$ cat src/rtl/score_text_if.sv
// Text-RAM write port plus score update/blanking inputs shared by the writer and its environment.
interface score_text_if #(
    parameter int unsigned ADDR_W = 12
);
    logic [15:0]       score;
    logic              score_valid;
    logic              vblank;
    logic              we;
    logic [ADDR_W-1:0] write_address;
    logic [7:0]        data_In;
    logic              busy;
    logic              done;

    modport master (
        input  score, score_valid, vblank,
        output we, write_address, data_In, busy, done
    );

    modport slave (
        output score, score_valid, vblank,
        input  we, write_address, data_In, busy, done
    );
endinterface

$ cat src/rtl/score_text_writer.sv
// Writes the "SCORE" label once after reset and a five-digit decimal score on each
// update into the text RAM, only while vertical blank is asserted.
module score_text_writer #(
    parameter int unsigned       ADDR_W     = 12,
    parameter logic [ADDR_W-1:0] LABEL_ADDR = ADDR_W'(0),
    parameter logic [ADDR_W-1:0] DIGIT_ADDR = ADDR_W'(6),
    parameter logic [7:0]        BLANK_CHAR = 8'h20
) (
    input  logic         Clk,
    input  logic         Reset,
    score_text_if.master bus
);
    localparam int unsigned BIN_W  = 16;
    localparam int unsigned BCD_W  = 20;
    localparam int unsigned IDX_W  = 3;
    localparam int unsigned CNT_W  = 4;
    localparam int unsigned LAST_I = 4;

    typedef enum logic [2:0] {INIT, IDLE, CONVERT, WRITE, DONE} state_t;

    state_t            state, state_d;
    logic [IDX_W-1:0]  idx, idx_d;
    logic [CNT_W-1:0]  cnt, cnt_d;
    logic [BIN_W-1:0]  bin, bin_d;
    logic [BCD_W-1:0]  bcd, bcd_d;
    logic              lead, lead_d;
    logic              pend, pend_d;
    logic [BIN_W-1:0]  pend_score, pend_score_d;
    logic              we_d;
    logic [ADDR_W-1:0] addr_d;
    logic [7:0]        data_d;
    logic              busy_d;
    logic              done_d;
    logic [3:0]        nib;

    function automatic logic [7:0] label_char(input logic [IDX_W-1:0] i);
        case (i)
            3'd0:    label_char = 8'h53;
            3'd1:    label_char = 8'h43;
            3'd2:    label_char = 8'h4F;
            3'd3:    label_char = 8'h52;
            default: label_char = 8'h45;
        endcase
    endfunction

    // Double-dabble correction: nibbles >= 5 get +3 before the shift.
    function automatic logic [BCD_W-1:0] dabble_adjust(input logic [BCD_W-1:0] v);
        logic [BCD_W-1:0] r;
        r = v;
        for (int n = 0; n < 5; n++) begin
            if (r[4*n +: 4] >= 4'd5) r[4*n +: 4] = r[4*n +: 4] + 4'd3;
        end
        return r;
    endfunction

    // The BCD field shifts up one digit per write, so the current digit is always the top nibble.
    assign nib = bcd[BCD_W-1 -: 4];

    always_comb begin
        state_d      = state;
        idx_d        = idx;
        cnt_d        = cnt;
        bin_d        = bin;
        bcd_d        = bcd;
        lead_d       = lead;
        pend_d       = pend;
        pend_score_d = pend_score;
        we_d         = 1'b0;
        addr_d       = bus.write_address;
        data_d       = bus.data_In;
        done_d       = 1'b0;

        case (state)
            INIT: begin
                if (bus.vblank) begin
                    we_d   = 1'b1;
                    addr_d = LABEL_ADDR + ADDR_W'(idx);
                    data_d = label_char(idx);
                    if (idx == IDX_W'(LAST_I)) begin
                        idx_d   = '0;
                        state_d = IDLE;
                    end else begin
                        idx_d = idx + IDX_W'(1);
                    end
                end
            end
            IDLE: begin
                if (pend && bus.vblank) begin
                    bin_d   = pend_score;
                    bcd_d   = '0;
                    cnt_d   = '0;
                    pend_d  = 1'b0;
                    state_d = CONVERT;
                end
            end
            CONVERT: begin
                {bcd_d, bin_d} = {dabble_adjust(bcd), bin} << 1;
                cnt_d = cnt + CNT_W'(1);
                if (cnt == CNT_W'(BIN_W - 1)) begin
                    idx_d   = '0;
                    lead_d  = 1'b1;
                    state_d = WRITE;
                end
            end
            WRITE: begin
                if (bus.vblank) begin
                    we_d   = 1'b1;
                    addr_d = DIGIT_ADDR + ADDR_W'(idx);
                    if (lead && nib == 4'd0 && idx != IDX_W'(LAST_I)) data_d = BLANK_CHAR;
                    else                                              data_d = 8'h30 + 8'(nib);
                    if (nib != 4'd0) lead_d = 1'b0;
                    bcd_d = bcd << 4;
                    if (idx == IDX_W'(LAST_I)) begin
                        idx_d   = '0;
                        state_d = DONE;
                    end else begin
                        idx_d = idx + IDX_W'(1);
                    end
                end
            end
            DONE: begin
                done_d  = 1'b1;
                state_d = IDLE;
            end
            default: state_d = INIT;
        endcase

        // A fresh request always overrides, including the edge that consumes the old one.
        if (bus.score_valid) begin
            pend_d       = 1'b1;
            pend_score_d = bus.score;
        end

        busy_d = (state_d != IDLE);
    end

    always_ff @(posedge Clk or posedge Reset) begin
        if (Reset) begin
            state             <= INIT;
            idx               <= '0;
            cnt               <= '0;
            bin               <= '0;
            bcd               <= '0;
            lead              <= 1'b0;
            pend              <= 1'b0;
            pend_score        <= '0;
            bus.we            <= 1'b0;
            bus.write_address <= '0;
            bus.data_In       <= '0;
            bus.busy          <= 1'b1;
            bus.done          <= 1'b0;
        end else begin
            state             <= state_d;
            idx               <= idx_d;
            cnt               <= cnt_d;
            bin               <= bin_d;
            bcd               <= bcd_d;
            lead              <= lead_d;
            pend              <= pend_d;
            pend_score        <= pend_score_d;
            bus.we            <= we_d;
            bus.write_address <= addr_d;
            bus.data_In       <= data_d;
            bus.busy          <= busy_d;
            bus.done          <= done_d;
        end
    end
endmodule
$ cat src/flat_wrapper.sv
// flat-port wrapper written by rule: the top's interface ports become plain ports
module score_text_writer_flat 
#(
    parameter int unsigned       ADDR_W     = 12,
    parameter logic [ADDR_W-1:0] LABEL_ADDR = ADDR_W'(0),
    parameter logic [ADDR_W-1:0] DIGIT_ADDR = ADDR_W'(6),
    parameter logic [7:0]        BLANK_CHAR = 8'h20
)
  (Clk, Reset, bus_score, bus_score_valid, bus_vblank, bus_we, bus_write_address, bus_data_In, bus_busy, bus_done);
  score_text_if #(.ADDR_W(ADDR_W)) bus_i ();
  input  logic Clk;
  input  logic Reset;
  input wire logic [$bits(bus_i.score)-1:0] bus_score;
  input wire logic [$bits(bus_i.score_valid)-1:0] bus_score_valid;
  input wire logic [$bits(bus_i.vblank)-1:0] bus_vblank;
  output wire logic [$bits(bus_i.we)-1:0] bus_we;
  output wire logic [$bits(bus_i.write_address)-1:0] bus_write_address;
  output wire logic [$bits(bus_i.data_In)-1:0] bus_data_In;
  output wire logic [$bits(bus_i.busy)-1:0] bus_busy;
  output wire logic [$bits(bus_i.done)-1:0] bus_done;
  assign bus_i.score = bus_score;
  assign bus_i.score_valid = bus_score_valid;
  assign bus_i.vblank = bus_vblank;
  assign bus_we = bus_i.we;
  assign bus_write_address = bus_i.write_address;
  assign bus_data_In = bus_i.data_In;
  assign bus_busy = bus_i.busy;
  assign bus_done = bus_i.done;
  score_text_writer #(.ADDR_W(ADDR_W), .LABEL_ADDR(LABEL_ADDR), .DIGIT_ADDR(DIGIT_ADDR), .BLANK_CHAR(BLANK_CHAR)) u_core (.Clk(Clk), .Reset(Reset), .bus(bus_i));
endmodule
$ cat config.mk
export PLATFORM = sky130hd
export DESIGN_NAME = score_text_writer_flat
export DESIGN_NICKNAME = d
export VERILOG_FILES = /design/src/rtl/score_text_if.sv /design/src/rtl/score_text_writer.sv /design/src/flat_wrapper.sv
export SDC_FILE = /design/constraint.sdc
export NUM_CORES = 1
export LEC_CHECK = 0
export CELL_PAD_IN_SITES_DETAIL_PLACEMENT = 1
export CELL_PAD_IN_SITES_GLOBAL_PLACEMENT = 1
export CORE_ASPECT_RATIO = 1.75
export CORE_MARGIN = 4
export CORE_UTILIZATION = 40
export DETAILED_ROUTE_END_ITERATION = 10
export GPL_TIMING_DRIVEN = 0
export PLACE_DENSITY = 0.82
export SETUP_SLACK_MARGIN = 0.02
export SYNTH_ARGS = -nofsm -noshare
export SYNTH_HDL_FRONTEND = slang
export SYNTH_SLANG_ARGS = --single-unit
$ cat constraint.sdc
create_clock -name Clk -period 3 [get_ports Clk]
set_input_delay 0.6 -clock Clk [delete_from_list [all_inputs] [get_ports Clk]]
set_output_delay 0.6 -clock Clk [all_outputs]
set_load 0.005 [all_outputs]
After elaboration in Yosys (flattened, before gate mapping)
Index checks and enable logic that the tools add are counted.
Widths: inputs -> output; s select.
- register bits: 87
- input bits: 20
- output and inout bits: 23
- logic and storage cells: 106
- reduce and logical (&&, ||, !) cells: 21
- eq/ne operators: 17
- $lt $le $gt $ge: 5
- mux-type cells: 41
- add/sub/neg operators: 9
- operator list (cell ; number):
    $pmux 20 s3 ; 1
    $mux 20 ; 2
    $pmux 16 s2 ; 1
    $mux 3 ; 10
    $mux 12 ; 2
    $mux 8 ; 3
    $pmux 12 s2 ; 1
    $ge 4x3->1 const B ; 5
    $mux 4 ; 5
    $pmux 5 s4 ; 1
    $add 4x2->4 const B ; 4
    $mux 16 ; 1
    $pmux 8 s2 ; 1
    $pmux 3 s5 ; 1
    $eq 3x2->1 const B ; 4
    $reduce_bool 2->1 ; 6
    $mux 1 ; 9
    $reduce_and 3->1 ; 3
    $ne 2x1->1 const B ; 4
    $pmux 4 s2 ; 1
    $add 6x4->7 const A ; 1
    $eq 3x1->1 const B ; 2
    $eq 3x3->1 const B ; 2
    $logic_not 3->1 ; 2
    17 further kinds ; 21

Depth between registers and ports, before layout
Gate-level depths: netlist of run 1.
- word-level depth: 6
- gate-level depth with buffers: 8
- gate-level depth less buffers: 6

Least setup slack after synthesis of run 1
OpenSTA, ideal clock, no wires.
- path type: reg2reg
- from: reg u_core.state[0]
- to: reg u_core.idx[0]
- stages on the path, launching flop included: 6
- slack: 1.256 ns
- library setup time: 0.125 ns
- arrival time: 1.620 ns
- clock period less this slack: 1.744 ns
- path through: dfrtp_1 buf_2 nor3b_2 nand4_1 o21ai_2 mux2_2
- longest elaborated chain between the ends: 4
- elaborated cells between the ends (all ways): 9
- classes of those cells: eq/ne: 4; mux: 1; reduce/logical: 4
- RTL lines (element ; RTL line ; source):
    start, declared ; score_text_writer.sv:21 ; state_t state, state_d;
    start signal, assigned ; score_text_writer.sv:153 ; state <= state_d;
    $eq 3x2->1 / $logic_not 3->1 (equally long branches) ; score_text_writer.sv:73 ; case (state)
    $reduce_or 2->1 (no source line) ; -- ;
    $ne 2x1->1 (no source line) / $reduce_bool 2->1 (equally long branches) ; -- ;
    $reduce_and 3->1 (no source line) ; -- ;
    end signal, assigned ; score_text_writer.sv:154 ; idx <= idx_d;
    end, declared ; score_text_writer.sv:22 ; logic [IDX_W-1:0] idx, idx_d;
Several ways; a longest one is shown, not always the timed one.
A chain may end at the register's enable or synchronous reset.

Final worst setup path of run 1
- from: reg u_core.state[0]
- to: reg u_core.idx[2]
The elaborated chain is that of the path after synthesis.

==> run_results.csv, run 1 <==
group,metric,value,unit
timing,timing_worst_slew_pin_value,806,ps
timing,final.setup_skew,5.20,ps
worst_setup_path,startpoint_class,"register",
clock_tree,root_buffer,"sky130_fd_sc_hd__clkbuf_16",
finish,area_growth,20.0,%
logic_synthesis,synth-edff-count,0,
finish,antenna-diode-count,0,
logic_synthesis,synth-seq-cells,78,
logic_synthesis,sequential_fraction_of_the_synthesis_area,47.2,%
finish,num-fill-cells,1182,
logic_synthesis,async_flop_share,100,%
worst_setup_path,timing.reg2reg.setup_slack,710,ps
clock_tree,htree_num_levels,3,
timing,maxSlewViolCount,0,
timing,setup_viol,0,
routing,drtPass1Iterations,4,
routing,drtAntennaViolNets,0,
power,worst_ir_drop_on_vdd,0.526,mV
global_routing,grt_antenna_before_repair,0,
die,core.rowCount,48,
worst_setup_path,critical-path-max-stage-delay,690,ps
clock_tree,cts.sink_count,78,
die,initial_utilization,41.5,%
clock_tree,clock_path_buffers,2,
clock_tree,cts-buffers-inserted,9,
global_routing,groute.usage.overall,19.8,%
global_routing,largest_net_degree_at_the_start_of_global_routing,64,
routing,routed-via-count,3462,
worst_setup_path,critical_path.top_delay_family,"simple AND/OR/NAND/NOR gates",
timing,final_hold_viol_count,0,
logic_synthesis,post_synth_inst_count,427,
logic_synthesis,netlist_area,4140,µm²
worst_setup_path,worst-endpoint-arrival,2510,ps
global_routing,grt_overflow_total,0,
finish,layout.cell_area.non_filler,4970,µm²
power,fin_total_pwr,5.45,mW
finish,layout-drive-gt1-share,13.3,%
outcome,run_status,"finished clean",
routing,routed_len_inst,18.7,µm
worst_setup_path,cpMaxStageDelayCell,"sky130_fd_sc_hd__nor3b_2",
worst_setup_path,timing.critical_path.fanout_max,10,
worst_setup_path,timing.setup.critical_path_class,"register to register",
placed_design,hpwl,8.13,mm
worst_setup_path,timing.critical_path.required,3220,ps
die,die_h,143,µm
power,power.static_leakage,2.12,nW
logic_synthesis,synthesis.area_per_instance,9.70,µm²
timing,fmax,436,MHz
global_routing,number_of_global_route_vias_before_repair,3832,
clock_tree,ctsHoldBuffers,0,
timing,min_period_over_period,76.5,%
logic_synthesis,synth-main-ff-cell,"sky130_fd_sc_hd__dfrtp_1",
die,die-width,84.9,µm
global_routing,grt_first_pass_wirelength,19.0,mm
logic_synthesis,synth.yosys.warnings,0,
finish,net_total_in_the_final_layout,516,
clock_tree,cts_setup_buffers,0,
timing,relSlewSlack,46.0,%
routing,drc,0,
worst_setup_path,critPathCaptureType,"register",
power,p_per_area,1100,nW/µm²
clock_tree,post_cts_resized,0,
clock_tree,clock_insertion_delay_worst_skew,340,ps
run,max_cap_viol_count,0,
hold_path,min-delay-path-class,"register to register",
logic_synthesis,synth_cell_type_count,52,
placed_design,total_of_buffers_placed_on_input_and_output_ports,31,
die,fp.coreArea,9970,µm²
worst_setup_path,worstPathCellList,"buf_2 > nor3b_2 > nand4_1 > o21ai_2 > mux2_2",
die,floorplan.io_pins,43,
routing,detail_route.vias_per_cell,5.69,
placed_design,place_area,4670,µm²
routing,totalWireLength,11.4,mm
worst_setup_path,timing.critical_path.buf_inv,1,
timing,layout_min_cycle_time,2290,ps
clock_tree,path_clk_slew,60,ps
timing,rsz0062_at_grt,"no",
die,die_area,12100,µm²
placed_design,globalplace.congestion,0.882,
clock_tree,cts_tree,"built",
routing,drt_iter0_markers,232,
[cell usage after synthesis, types with 2 or more instances]
cell type / count / area, µm²
sky130_fd_sc_hd__o21ai_0: 28 / 140
sky130_fd_sc_hd__xor2_1: 3 / 26.3
sky130_fd_sc_hd__nand3b_1: 2 / 15.0
sky130_fd_sc_hd__o21ai_2: 2 / 17.5
sky130_fd_sc_hd__a32o_1: 3 / 30.0
sky130_fd_sc_hd__a2bb2oi_1: 2 / 17.5
sky130_fd_sc_hd__o32a_1: 7 / 70.1
sky130_fd_sc_hd__nor2b_1: 6 / 37.5
sky130_fd_sc_hd__or3_1: 4 / 25.0
sky130_fd_sc_hd__dfrtp_1: 77 / 1930
sky130_fd_sc_hd__a21oi_1: 29 / 145
sky130_fd_sc_hd__buf_2: 4 / 20.0
sky130_fd_sc_hd__clkbuf_1: 17 / 63.8
sky130_fd_sc_hd__nor2_1: 54 / 203
sky130_fd_sc_hd__buf_1: 2 / 7.51
sky130_fd_sc_hd__buf_4: 11 / 82.6
sky130_fd_sc_hd__mux2i_1: 2 / 20.0
sky130_fd_sc_hd__ha_1: 18 / 225
sky130_fd_sc_hd__nand2_1: 21 / 78.8
sky130_fd_sc_hd__nand4_1: 2 / 12.5
sky130_fd_sc_hd__nor3_1: 4 / 20.0
sky130_fd_sc_hd__a211oi_1: 2 / 15.0
sky130_fd_sc_hd__xnor2_1: 2 / 17.5
sky130_fd_sc_hd__o22ai_1: 21 / 131
sky130_fd_sc_hd__o211ai_1: 2 / 15.0
sky130_fd_sc_hd__or3b_2: 2 / 17.5
sky130_fd_sc_hd__nand2b_1: 7 / 43.8
sky130_fd_sc_hd__a21o_1: 6 / 45.0
sky130_fd_sc_hd__nand3_1: 10 / 50.1
sky130_fd_sc_hd__inv_1: 20 / 75.1
sky130_fd_sc_hd__nor3b_1: 3 / 22.5
sky130_fd_sc_hd__o31ai_1: 4 / 30.0
sky130_fd_sc_hd__mux2_2: 23 / 259
sky130_fd_sc_hd__a31oi_1: 9 / 56.3
[metal layers]
metal | part of all wire (%) | vias up | global-route usage (%)
met3 | 3.5 | 21 | 3.24
met1 | 37 | 1745 | 20.6
met2 | 57 | 90 | 38.2
li1 | - | 1606 | -
met5 | 0 | - | 0
met4 | 2.7 | 0 | 8.92
[state kept, by name, indices dropped and copies added (netlist names)]
register	flops
u_core.pend_score	16
u_core.cnt	4
u_core.bin	16
u_core.bus.busy	1
u_core.lead	1
u_core.idx	3
u_core.bcd	20
u_core.pend	1
u_core.state	3
u_core.bus.done	1
u_core.bus.write_address	4
u_core.bus.we	1
u_core.bus.data_In	7
[layout make-up]
class	instances	area, µm²	area share (%)
Buffer	35	185	3.73
Clock buffer	13	260	5.24
Clock inverter	3	42.5	0.856
Inverter	21	81.3	1.64
Multi-Input combinational cell	301	1950	39.3
Sequential cell	78	1950	39.3
Tap cell	125	156	3.15
Timing Repair Buffer	32	338	6.80
[power breakdown]
group	internal (mW)	total, mW	switching (mW)
Combinational	1.09	2.57	1.48
Clock	0.689	1.11	0.422
Sequential	1.44	1.78	0.341
[stage by stage]
step	worst slack, ps	setup TNS [ps]	hold WS (ps)	utilization [%]	cells
CTS	693	0	509	49.8	608
detailed placement	721	0	492	46.8	592
global placement	-927	-70920	465	46.5	591
floorplan	407	0	451	-	435
finish	706	0	508	49.8	608
global route	602	0	528	49.8	608
[placed cells by master (no fill, tap or decap), types with 9 or more instances in the layout]
| cell | n |
|---|---|
| sky130_fd_sc_hd__dfrtp_1 | 77 |
| sky130_fd_sc_hd__clkbuf_16 | 9 |
| sky130_fd_sc_hd__nand2_1 | 21 |
| sky130_fd_sc_hd__inv_1 | 19 |
| sky130_fd_sc_hd__clkdlybuf4s50_1 | 31 |
| sky130_fd_sc_hd__buf_4 | 11 |
| sky130_fd_sc_hd__ha_1 | 18 |
| sky130_fd_sc_hd__o21ai_0 | 28 |
| sky130_fd_sc_hd__o22ai_1 | 21 |
| sky130_fd_sc_hd__clkbuf_1 | 19 |
| sky130_fd_sc_hd__conb_1 | 9 |
| sky130_fd_sc_hd__a31oi_1 | 9 |
| sky130_fd_sc_hd__nor2_1 | 54 |
| sky130_fd_sc_hd__a21oi_1 | 29 |
| sky130_fd_sc_hd__mux2_2 | 23 |
| sky130_fd_sc_hd__nand3_1 | 10 |
[final timing paths]
path,end,startpoint,cells past startpoint
worst max-delay path,u_core.idx[2]$_DFFE_PP0P_,u_core.state[0]$_DFF_PP0_,5
worst min-delay path,u_core.pend_score[5]$_DFFE_PP0P_,u_core.pend_score[5]$_DFFE_PP0P_,1
worst max register to register,u_core.idx[2]$_DFFE_PP0P_,u_core.state[0]$_DFF_PP0_,5
worst min register to register,u_core.pend_score[5]$_DFFE_PP0P_,u_core.pend_score[5]$_DFFE_PP0P_,1
max in group asynchronous,u_core.bin[11]$_DFFE_PP0P_,Reset,3
min in group asynchronous,u_core.bus.done$_DFF_PP0_,Reset,2
[cell families after synthesis]
kind of cell / Yosys count / share of synthesized area, %
XOR/XNOR: 5 / 1.06
buffers and inverters: 56 / 6.38
AND/OR/NAND/NOR: 122 / 14.2
multiplexers: 25 / 6.74
other: 1 / 0.0906
flip-flops: 78 / 47.2
adder cells (fa/ha/maj): 18 / 5.44
AO/OA/AOI/OAI: 122 / 18.9
No activity file was read; power rests on OpenSTA's default activity.
==> run 2, diff against run 1 <==
==> constraint.sdc (replaced) <==
create_clock -name Clk -period 2.15 [get_ports Clk]
set_input_delay 0.43 -clock Clk [delete_from_list [all_inputs] [get_ports Clk]]
set_output_delay 0.43 -clock Clk [all_outputs]
set_load 0.005 [all_outputs]
==> run 2 against run 1 <==
  * Register-to-register slack got worse by 520 ps
  * Utilization up 0.54 points
  * Clock power increased by 48%
  * Clock-buffer cell count is the same
  * Sequential power increased by 40%
  * First-iteration DRC count rose by 16%
  * Global-route usage grew 0.33 points
  * Sequential share of layout area shrank 0.42 points
  * Final cell count up 0.49%
==> run_results.csv, run 2 (same netlist as run 1, synthesis figures left out) <==
group,metric,value,unit
global_routing,largest_net_degree_at_the_start_of_global_routing,36,
timing,setup_ws,188,ps
timing,rsz0062_at_grt,"no",
run,max_cap_viol_count,0,
die,fp.coreArea,9970,µm²
worst_setup_path,cpMaxStageDelayCell,"sky130_fd_sc_hd__clkbuf_1",
timing,setup_viol,0,
timing,fmax,510,MHz
finish,area_growth,21.3,%
die,die-width,84.9,µm
power,worst_ir_drop_on_vdd,0.696,mV
clock_tree,cts-buffers-inserted,9,
global_routing,grt_first_pass_wirelength,19.0,mm
finish,finish.cell_count_without_fillers,611,
clock_tree,cts_tree,"built",
clock_tree,htree_num_levels,3,
placed_design,globalplace.congestion,0.888,
worst_setup_path,timing.reg2reg.setup_slack,190,ps
power,fin_total_pwr,7.73,mW
die,die_area,12100,µm²
timing,layout_min_cycle_time,1960,ps
finish,layout-drive-gt1-share,14.2,%
worst_setup_path,timing.critical_path.buf_inv,2,
power,p_per_area,1540,nW/µm²
clock_tree,ctsHoldBuffers,0,
global_routing,grt_overflow_total,0,
timing,min_period_over_period,91.2,%
worst_setup_path,critPathCaptureType,"register",
routing,drtAntennaViolNets,0,
die,core.rowCount,48,
global_routing,number_of_global_route_vias_before_repair,3763,
worst_setup_path,timing.setup.critical_path_class,"register to register",
routing,drt_iter0_markers,270,
clock_tree,cts.sink_count,78,
placed_design,dpl_worst_slack,-96.4,ps
clock_tree,path_clk_slew,60,ps
clock_tree,clock_insertion_delay_worst_skew,340,ps
routing,routed_len_inst,18.8,µm
routing,totalWireLength,11.5,mm
routing,drc,0,
timing,timing_worst_slew_pin_value,606,ps
worst_setup_path,worstPathCellList,"buf_2 > a21oi_1 > a211oi_2 > clkbuf_1 > a32o_1",
placed_design,total_of_buffers_placed_on_input_and_output_ports,31,
finish,top_regs,"u_core.bcd: 20 flops, u_core.bin: 16 flops, u_core.pend_score: 16 flops",
die,initial_utilization,41.5,%
hold_path,min-delay-path-class,"input port to async pin",
die,die_h,143,µm
worst_setup_path,worst-endpoint-arrival,2230,ps
finish,antenna-diode-count,0,
global_routing,groute.usage.overall,20.2,%
die,floorplan.io_pins,43,
worst_setup_path,critical-path-max-stage-delay,460,ps
global_routing,grt_antenna_before_repair,0,
placed_design,hpwl,8.15,mm
clock_tree,root_buffer,"sky130_fd_sc_hd__clkbuf_16",
timing,final.setup_skew,3.71,ps
timing,final_hold_viol_count,0,
finish,net_total_in_the_final_layout,519,
timing,maxSlewViolCount,0,
worst_setup_path,startpoint_class,"register",
worst_setup_path,critical_path.top_delay_family,"compound AO/OA/AOI/OAI gates",
clock_tree,clock_path_buffers,2,
finish,most-common-layout-cells,"sky130_fd_sc_hd__dfrtp_1 (77), sky130_fd_sc_hd__nor2_1 (54), sky130_fd_sc_hd__clkdlybuf4s50_1 (31)",
placed_design,placed_cells,593,
routing,drtPass1Iterations,4,
finish,max_ffs_per_register,20,
routing,routed-via-count,3474,
outcome,run_status,"finished clean",
finish,leading_cell_type_in_the_layout_fill_and_taps_excluded,"sky130_fd_sc_hd__dfrtp_1",
routing,detail_route.vias_per_cell,5.69,
timing,relSlewSlack,59.6,%
finish,largest_register_by_flop_count,"u_core.bcd",
power,power.static_leakage,2.15,nW
worst_setup_path,timing.critical_path.required,2420,ps
worst_setup_path,timing.critical_path.fanout_max,10,
[run 2: cell type report]
type                    count  area [µm²]
multi-input cells         301        1960
inverters                  21        83.8
well taps                 125         156
plain buffers              35         188
flip-flops and latches     78        1950
clock inverters             3        67.6
clock buffers              13         250
repair buffers             35         365
fillers                  1168        4950
[run 2: worst paths after layout]
check,start,to,cells after the start
setup / recovery,u_core.state[0]$_DFF_PP0_,u_core.bcd[7]$_DFFE_PP0P_,5
hold / removal,Reset,u_core.bus.done$_DFF_PP0_,2
setup reg to reg,u_core.state[0]$_DFF_PP0_,u_core.bcd[7]$_DFFE_PP0P_,5
hold reg to reg,u_core.bin[15]$_DFFE_PP0P_,u_core.bcd[0]$_DFFE_PP0P_,2
max in group asynchronous,Reset,u_core.pend_score[15]$_DFFE_PP0P_,4
min in group Clk,u_core.bin[15]$_DFFE_PP0P_,u_core.bcd[0]$_DFFE_PP0P_,2
[run 2: routing by layer]
layer	wire length, µm	track usage [%]
met5	0	0
met1	4110	20.4
met3	455	4.29
met4	465	10.8
met2	6430	37.8
[run 2: what timing repair did]
action	in CTS	in global routing
pin swaps	0	1
setup endpoints to repair	6	7
resized for setup	2	4
setup buffers	0	2
[run 2: power breakdown]
group | switching [mW] | internal (mW)
Combinational | 2.04 | 1.56
Clock | 0.593 | 1.05
Sequential | 0.480 | 2.01
Total | 3.11 | 4.62
[run 2: metrics by stage]
stage	cell area, µm²	hold WS (ps)	utilization [%]	TNS [ps]
final	5020	420	50.4	0
after global routing	5020	448	50.4	0
after CTS	5010	424	50.2	0
after detailed placement	4680	483	47.0	-280
after global placement	4640	465	46.5	-6630
after floorplan	4170	451	-	0
==> run 3, diff against run 2 <==
--- a/config.mk
+++ b/config.mk
@@ -10,6 +10,7 @@
 export CORE_ASPECT_RATIO = 1.75
 export CORE_MARGIN = 4
 export CORE_UTILIZATION = 40
+export CTS_CLUSTER_SIZE = 28
 export DETAILED_ROUTE_END_ITERATION = 10
 export GPL_TIMING_DRIVEN = 0
 export PLACE_DENSITY = 0.82
==> results of run 3 <==
No change in the layout: final DEF, timing and power equal those of run 2.
